==> config.mk <==
export PLATFORM = sky130hd
export DESIGN_NAME = rr_mux_arbiter
export DESIGN_NICKNAME = d
export VERILOG_FILES = /design/src/rtl/rr_mux_arbiter.sv
export SDC_FILE = /design/constraint.sdc
export NUM_CORES = 1
export LEC_CHECK = 0
export BUFFER_PORTS_ARGS = -buffer_cell sky130_fd_sc_hd__buf_4
export CORE_UTILIZATION = 50
export DETAILED_ROUTE_END_ITERATION = 12
export HOLD_SLACK_MARGIN = 0.02
export PLACE_DENSITY = 0.81
export SYNTH_ARGS = -nofsm -noshare
export SYNTH_HDL_FRONTEND = slang
export SYNTH_SLANG_ARGS = --single-unit
export TNS_END_PERCENT = 1
==> constraint.sdc <==
create_clock -name clk -period 4.4 [get_ports clk]
set_input_delay 0.44 -clock clk [delete_from_list [all_inputs] [get_ports clk]]
set_output_delay 0.44 -clock clk [all_outputs]
set_load 0.05 [all_outputs]
==> src/rtl/rr_mux_arbiter.sv <==
// Round-robin arbiter sharing an 8:1 one-bit mux between eight requesters.
// Registered one-hot grant plus select code, with a hold-time limit per grant.
module rr_mux_arbiter #(
  parameter int HOLD_MAX = 16
) (
  input  logic       clk,
  input  logic       rst,
  input  logic       en,
  input  logic [7:0] req,
  output logic [7:0] gnt,
  output logic [2:0] sel,
  output logic       valid,
  output logic       timeout
);

  typedef enum logic [0:0] {
    IDLE  = 1'b0,
    GRANT = 1'b1
  } state_t;

  localparam logic [7:0] HOLD_LAST = 8'(HOLD_MAX - 1);

  state_t     state_r;
  logic [2:0] ptr_r;
  logic [7:0] cnt_r;
  logic [3:0] pick_s;
  logic       hit_s;
  logic [2:0] win_s;

  // Lowest offset from p wins; returns {found, index}.
  function automatic logic [3:0] rr_pick(input logic [7:0] r, input logic [2:0] p);
    logic [3:0] res;
    logic [2:0] idx;
    res = 4'd0;
    for (int i = 7; i >= 0; i--) begin
      idx = p + 3'(i);
      if (r[idx]) begin
        res = {1'b1, idx};
      end else begin
        res = res;
      end
    end
    return res;
  endfunction

  // Wrapping priority search starting at the pointer.
  always_comb begin
    pick_s = rr_pick(req, ptr_r);
    hit_s  = pick_s[3];
    win_s  = pick_s[2:0];
  end

  // Arbitration state machine with registered outputs.
  always_ff @(posedge clk or posedge rst) begin
    if (rst) begin
      state_r <= IDLE;
      ptr_r   <= 3'd0;
      cnt_r   <= 8'd0;
      gnt     <= 8'h00;
      sel     <= 3'd0;
      valid   <= 1'b0;
      timeout <= 1'b0;
    end else begin
      case (state_r)
        IDLE: begin
          timeout <= 1'b0;
          if (en && hit_s) begin
            gnt     <= 8'd1 << win_s;
            sel     <= win_s;
            valid   <= 1'b1;
            cnt_r   <= 8'd0;
            ptr_r   <= win_s + 3'd1;
            state_r <= GRANT;
          end else begin
            // sel is held so the shared mux output stays stable while idle
            gnt     <= 8'h00;
            valid   <= 1'b0;
            state_r <= IDLE;
          end
        end
        GRANT: begin
          if (!req[sel]) begin
            gnt     <= 8'h00;
            valid   <= 1'b0;
            timeout <= 1'b0;
            state_r <= IDLE;
          end else if (cnt_r == HOLD_LAST) begin
            gnt     <= 8'h00;
            valid   <= 1'b0;
            timeout <= 1'b1;
            state_r <= IDLE;
          end else begin
            cnt_r   <= cnt_r + 8'd1;
            timeout <= 1'b0;
            state_r <= GRANT;
          end
        end
        default: begin
          state_r <= IDLE;
          gnt     <= 8'h00;
          valid   <= 1'b0;
          timeout <= 1'b0;
        end
      endcase
    end
  end

endmodule

==> results of run 1 <==
-- flip-flops by register name, indices dropped and copies added (netlist names) --
signal / count
gnt: 8
ptr_r: 3
timeout: 1
sel: 3
state_r: 1
valid: 1
cnt_r: 8
-- stage by stage --
step	std cells	worst slack, ns	utilization (%)	hold slack (ns)
after global routing	268	0.7139	58.09	0.4662
after CTS	268	0.9275	58.09	0.4050
after global placement	264	0.9780	56.93	0.4735
after detailed placement	264	0.9409	56.93	0.4781
after floorplan	199	0.7138	-	0.4642
final	268	0.9074	58.09	0.3828
-- metal layers --
layer | vias up | wire (um)
met4 | 0 | 8
li1 | 790 | -
met3 | 3 | 245
met2 | 65 | 2144
met5 | - | 0
met1 | 792 | 1988
-- worst register-to-register path, delay by kind of cell (launching register included) --
| family | cells | cell delay, ns |
|---|---|---|
| buffers and inverters | 2 | 0.34 |
| and+or+nand+nor | 2 | 0.73 |
| AOI/OAI and AO/OA | 3 | 0.61 |
| adders and majority gates | 1 | 0.56 |
| DFF | 1 | 0.36 |
| muxes | 2 | 0.80 |
-- layout by cell type (no fill, tap or decap), drive strengths merged, types with 2 or more instances in the layout --
master / instances
o21ai: 7
nor3: 2
buf: 27
and3: 5
ha: 4
or4: 2
a211o: 3
o31a: 2
nor2: 6
a22o: 4
xor2: 4
dfrtp: 25
inv: 15
and4: 2
xnor2: 4
a32o: 4
a311oi: 4
a21oi: 4
o22ai: 2
clkbuf: 3
and2: 9
mux2i: 10
nor2b: 5
or3: 2
mux4: 16
o31ai: 2
mux2: 8
nand3: 3
nand2: 20
a32oi: 2
-- Yosys cell counts (4+ instances only) --
| master | instances | area share [%] |
|---|---|---|
| xor2_1 | 4 | 1.7 |
| mux4_2 | 16 | 17 |
| o21ai_0 | 5 | 1.2 |
| clkbuf_1 | 7 | 1.3 |
| inv_1 | 15 | 2.7 |
| and3_1 | 5 | 1.5 |
| and2_1 | 8 | 2.4 |
| nor2_1 | 6 | 1.1 |
| ha_1 | 4 | 2.4 |
| a22o_1 | 4 | 1.7 |
| nor2b_1 | 5 | 1.5 |
| xnor2_1 | 4 | 1.7 |
| dfrtp_1 | 25 | 30 |
| nand2_1 | 20 | 3.6 |
| a21oi_1 | 4 | 0.97 |
| mux2_2 | 7 | 3.8 |
| mux2i_1 | 10 | 4.8 |
| a32o_1 | 4 | 1.9 |
-- worst paths after layout --
kind | from | to | slack, ns | depth (start not counted)
max in group asynchronous | rst | gnt[6] | 3.44 | 2
setup / recovery | ptr_r[0] | ptr_r[1] | 0.91 | 10
hold reg to reg | gnt[7] | gnt[7] | 0.50 | 2
setup reg to reg | ptr_r[0] | ptr_r[1] | 0.91 | 10
min in group clk | gnt[7] | gnt[7] | 0.50 | 2
hold / removal | rst | cnt_r[4] | 0.38 | 2
-- logic make-up after synthesis --
kind of cell,count (synthesis),share of synthesized area (%)
AND/OR/NAND/NOR,59,15.14
AO/OA/AOI/OAI,42,16.65
multiplexers,34,26.54
buffers and inverters,27,5.730
flip-flops,25,30.16
XOR/XNOR,8,3.377
adder cells (fa/ha/maj),4,2.413
-- final cells by class --
cell class	count	area share, %
Multi-Input combinational cell	147	57.24
Sequential cell	25	26.93
Timing Repair Buffer	27	8.724
Tap cell	50	2.693
Inverter	15	2.423
Clock buffer	3	1.777
Clock inverter	1	0.2154
==> results.tsv, run 1 <==
stage	metric	value	unit
status	status	finished with violations	
status	failing checks	DRC	
placement	post-DP HPWL	3248	um
grt	met1 usage	28.81	%
cts	CTS H-tree depth	1	
grt	antenna violations before repair	0	
finish	area of the multi-input gates	1330	um^2
synthesis	flops & latches, synth	25	
floorplanning	Die H	66.41	um
grt	gr usage total	21.80	%
synthesis	syn_nets	214	
finish	register area	625.6	um^2
worst_setup_path	CP Max Fanout	21	
synthesis	ys flop type	dfrtp_1	
cts	CTS tree	done	
placement	gp weighted congestion	0.8827	
cts	CTS buffer count	3	
worst_setup_path	WP buf/inv	2	
timing	post-route minimum period	3.493	ns
cts	post-CTS resize count	0	
synthesis	Yosys warnings	0	
synthesis	post-synthesis sequential area ratio	30.16	%
finish	nets	234	
synthesis	Cell variety after synth	48	
min_path	Hold WC Path Type	input port to asynchronous set/reset pin	
placement	area of placed instances	2277	um^2
worst_setup_path	nature of the critical path endpoint	register	
cts	post-CTS setup buffer count	0	
cts	CTS max path bufs	2	
timing	clock skew	0.005556	ns
finish	Fill cells	335	
timing	relative slew slack	36.75	%
worst_setup_path	CP required	4.56	ns
timing	final hold violations	0	
cts	worst skew pair latency	0.27	ns
cts	Root Buffer	clkbuf_8	
timing	worst slew pin tran	0.9476	ns
detailed_routing	DR vias/cell	6.157	
finish	Diodes inserted	0	
floorplanning	core region area	4000	um^2
worst_setup_path	Setup CP Type	register to register	
worst_setup_path	Critical Path Slowest Stage Cell	ha_1	
grt	grt total ovfl	0	
grt	largest net degree at the start of global routing	26	
detailed_routing	post-route ant nets	0	
timing	RSZ-0062 raised after global routing	no	
floorplanning	die width	66.41	um
timing	Highest Clock Rate	286.3	MHz
grt	met3 Use GR	3.793	%
worst_setup_path	Worst EP arrival	3.65	ns
detailed_routing	drt pass-1 iters	8	
worst_setup_path	Top delay family on crit path	multiplexers	
worst_setup_path	crit path cell chain	inv_1, ha_1, mux4_2, mux2_2, or4_4, o311ai_4, buf_4, a211oi_1, and2_1, a211o_1	
cts	clk sinks	25	
synthesis	Post-synth EDFFs	0	
flow_run	max-cap violation count	0	
floorplanning	standard-cell row count	23	
floorplanning	number of top-level pins	24	
finish	area grow syn2layout	12.00	%
placement	IO Port Bufs	23	
timing	final setup fails	0	
synthesis	Cells after Synth	199	
worst_setup_path	largest stage delay on the critical path	0.56	ns
worst_setup_path	crit start category	register	
grt	first-pass GRT wire length	7341	um
detailed_routing	drt wl/cell	16.37	um
timing	final number of max-transition violations	0	
finish	layout cells sized above 1	27.06	%
floorplanning	Starting Density	51.86	%
floorplanning	total die area	4410	um^2
synthesis	synthesized area	2074	um^2
detailed_routing	drt first-iter violations	107	
cts	hold buffer count at cts	0	
finish	fin area	2323	um^2
timing	setup TNS	0	ns
grt	vias in the first global route	1568	
synthesis	FFs w/ async S/R, synth	100.0	%
detailed_routing	WL final	4387	um
grt	met2 usage	38.14	%
synthesis	Mean Syn Cell Area	10.42	um^2
detailed_routing	DRC viols	2	
timing	fin crit share	79.38	%
cts	Reg clk slew, reported paths	0.09	ns
grt	GRT busiest layer	met2	
detailed_routing	total number of vias	1650	
Power of run 1 is not shown: default switching activity piles up to over one toggle a cycle in this logic, so the estimate is an artifact.
==> run 2: changes to the inputs <==
- ABC_AREA: not set -> 1
- PLACE_DENSITY: 0.81 -> 0.82
- clock period: 4.4 -> 3.3 ns (I/O delays scaled with it)
==> run 2 against run 1 <==
Compared with the run above:
- the run now ends clean
- register-to-register slack lost 0.28 ns
- utilization up 2.9 points
- first-iteration DRC count fell by 0.93%
- final cell count increased by 28%
- non-clock buffer count is 1 lower
- final area is 9.6% lower
- via count up 8.3%
- wire length is 4.8% lower
- fmax is 31% higher
- sequential share of layout area is 2.9 points higher
- flip-flop and latch count stayed put
- setup slack lost 0.28 ns
==> results.tsv, run 2 <==
stage	metric	value	unit	change
cts	Reg clk slew, reported paths	0.08	ns	about the same
detailed_routing	total number of vias	1787		+8.3%
placement	IO Port Bufs	23		unchanged
cts	CTS tree	done		
finish	fin area	2100	um^2	-9.6%
grt	vias in the first global route	1701		+8.5%
detailed_routing	DR vias/cell	5.225		-15%
synthesis	top cells by count, synth	nand2_1 (91), nand3_1 (36), inv_1 (26), dfrtp_1 (25), nor2_1 (18)		
cts	Root Buffer	clkbuf_8		
timing	final number of max-transition violations	0		unchanged
timing	final hold violations	0		unchanged
floorplanning	Die H	63.02	um	-5.1%
placement	gp weighted congestion	0.9083		+2.9%
synthesis	most common cell in the netlist	nand2_1		
synthesis	flops & latches, synth	25		unchanged
cts	CTS buffer count	3		unchanged
grt	gr usage total	23.52	%	+1.7 points
synthesis	FFs w/ async S/R, synth	100.0	%	unchanged
grt	grt total ovfl	0		unchanged
worst_setup_path	nature of the critical path endpoint	register		
worst_setup_path	R2R cell count	20		+10
synthesis	cell taking the most area after synthesis	dfrtp_1		
finish	Final Core Density	61.00	%	+2.9 points
timing	worst hold slack	0.2758	ns	-0.1070 ns
finish	nets	312		+33%
worst_setup_path	Worst EP arrival	2.82	ns	-0.83 ns
cts	post-CTS setup buffer count	0		unchanged
floorplanning	Starting Density	54.09	%	+2.2 points
timing	final setup fails	0		unchanged
synthesis	syn_nets	287		+34%
synthesis	Yosys warnings	0		unchanged
min_path	Hold WC Path Type	input port to asynchronous set/reset pin		
detailed_routing	drt pass-1 iters	4		-4
floorplanning	standard-cell row count	21		-8.7%
status	status	complete, no violations		
timing	clock skew	0.003179	ns	-0.002378 ns
detailed_routing	drt first-iter violations	106		-0.93%
grt	antenna violations before repair	0		unchanged
timing	Highest Clock Rate	374.2	MHz	+31%
synthesis	ranking of synthesized cells by area	dfrtp_1 (34%), nand2_1 (18%), nand3_1 (9.7%)		
floorplanning	core region area	3442	um^2	-14%
grt	largest net degree at the start of global routing	26		unchanged
worst_setup_path	crit start category	register		
cts	post-CTS resize count	0		unchanged
finish	Largest regs	cnt_r x8, gnt x8		
worst_setup_path	CP Max Fanout	9		-57%
timing	setup TNS	0	ns	unchanged
finish	commonest cells after routing, fill and taps aside	nand2_1 (91), nand3_1 (36), inv_1 (26), buf_4 (26), dfrtp_1 (25)		
placement	area of placed instances	2054	um^2	-9.8%
cts	CTS max path bufs	2		unchanged
finish	area grow syn2layout	12.77	%	
floorplanning	die width	63.02	um	-5.1%
detailed_routing	WL final	4175	um	-4.8%
worst_setup_path	Setup CP Type	register to register		
synthesis	ys flop type	dfrtp_1		
placement	post-DP HPWL	3276	um	+0.85%
cts	clk sinks	25		unchanged
cts	hold buffer count at cts	0		unchanged
timing	worst slew pin tran	0.9275	ns	-0.02013 ns
synthesis	Mean Syn Cell Area	6.845	um^2	-34%
cts	worst skew pair latency	0.26	ns	about the same
detailed_routing	post-route ant nets	0		unchanged
floorplanning	number of top-level pins	24		unchanged
synthesis	Cells after Synth	272		+37%
synthesis	post-synthesis sequential area ratio	33.60	%	+3.4 points
synthesis	Cell variety after synth	30		-38%
detailed_routing	drt wl/cell	12.21	um	-25%
synthesis	Yosys top cell area share	33.60	%	+3.4 points
finish	commonest non-fill, non-tap cell in the layout	nand2_1		
cts	CTS H-tree depth	1		unchanged
finish	Diodes inserted	0		unchanged
flow_run	max-cap violation count	0		unchanged
timing	relative slew slack	38.10	%	+1.3 points
worst_setup_path	CP required	3.45	ns	-1.11 ns
timing	RSZ-0062 raised after global routing	no		
timing	post-route minimum period	2.673	ns	-0.8201 ns
grt	first-pass GRT wire length	7521	um	+2.5%
floorplanning	total die area	3972	um^2	-9.9%
detailed_routing	DRC viols	0		-2
finish	layout cells sized above 1	17.91	%	-9.2 points
timing	fin crit share	80.99	%	+1.6 points
synthesis	synthesized area	1862	um^2	-10%
synthesis	Post-synth EDFFs	0		unchanged
==> run 2: cell types whose count changed after synthesis, moves of 6 or more <==
cell	delta
and2_1	-8
mux4_2	-16
inv_2	+6
mux2i_1	-9
nand2_2	+8
inv_1	+11
nand3_1	+33
nor2_1	+12
mux2_2	-7
clkbuf_1	-6
nand2_1	+71
==> run 2: kinds of logic after synthesis <==
group           share of synthesized area, %
buf+inv                                10.82
simple gates                           39.31
xor+xnor                               3.293
flops                                  33.60
fa+ha+maj                              2.688
mux                                   0.5377
compound gates                         9.744
==> run 2: critical path, cell delays in order (launching register included) <==
cell	delay (ns)
dfrtp_1	0.41
inv_2	0.10
ha_1	0.41
inv_1	0.16
nand3_1	0.11
nand3_1	0.13
nand2_2	0.08
inv_2	0.07
nand2_1	0.05
nand2_1	0.05
nand2_1	0.04
nand2_1	0.05
nand2_1	0.04
nand2_1	0.05
nand2_1	0.04
nand2_1	0.16
nand3_1	0.16
inv_1	0.09
ha_1	0.22
nand2_1	0.06
o21ai_0	0.07
==> run 2: layer usage <==
| layer | GRT usage [%] | up-vias | part of all wire [%] | wire, um |
|---|---|---|---|---|
| met5 | 0 | - | 0 | 0 |
| li1 | - | 920 | - | - |
| met1 | 31.30 | 815 | 46 | 1940 |
| met2 | 40.05 | 50 | 49 | 2038 |
| met3 | 2.007 | 2 | 4.2 | 177 |
| met4 | 7.267 | 0 | 0.46 | 19 |
==> run 2: final timing paths <==
path	end	slack, ns	startpoint
min in group clk	gnt[3]	0.50	gnt[3]
max in group asynchronous	sel[2]	2.46	rst
min reg2reg	gnt[3]	0.50	gnt[3]
max reg2reg	ptr_r[2]	0.63	ptr_r[0]
max	ptr_r[2]	0.63	ptr_r[0]
min	cnt_r[2]	0.28	rst
==> run 2: through the flow <==
step | worst slack [ns] | std cells
final | 0.6275 | 342
after global routing | 0.2687 | 342
after floorplan | 0.8832 | 272
after CTS | 0.6456 | 342
after global placement | 0.6836 | 338
after detailed placement | 0.6480 | 338
==> run 2: final cells by class <==
cell class              instances  area (um^2)
repair buffers                 26        195.2
inverters                      35        141.4
clock buffers                   4        45.04
fillers                       331         1343
well taps                      46        57.56
multi-input cells             206         1035
flip-flops and latches         25        625.6
Power of run 2 is left out for the same reason.
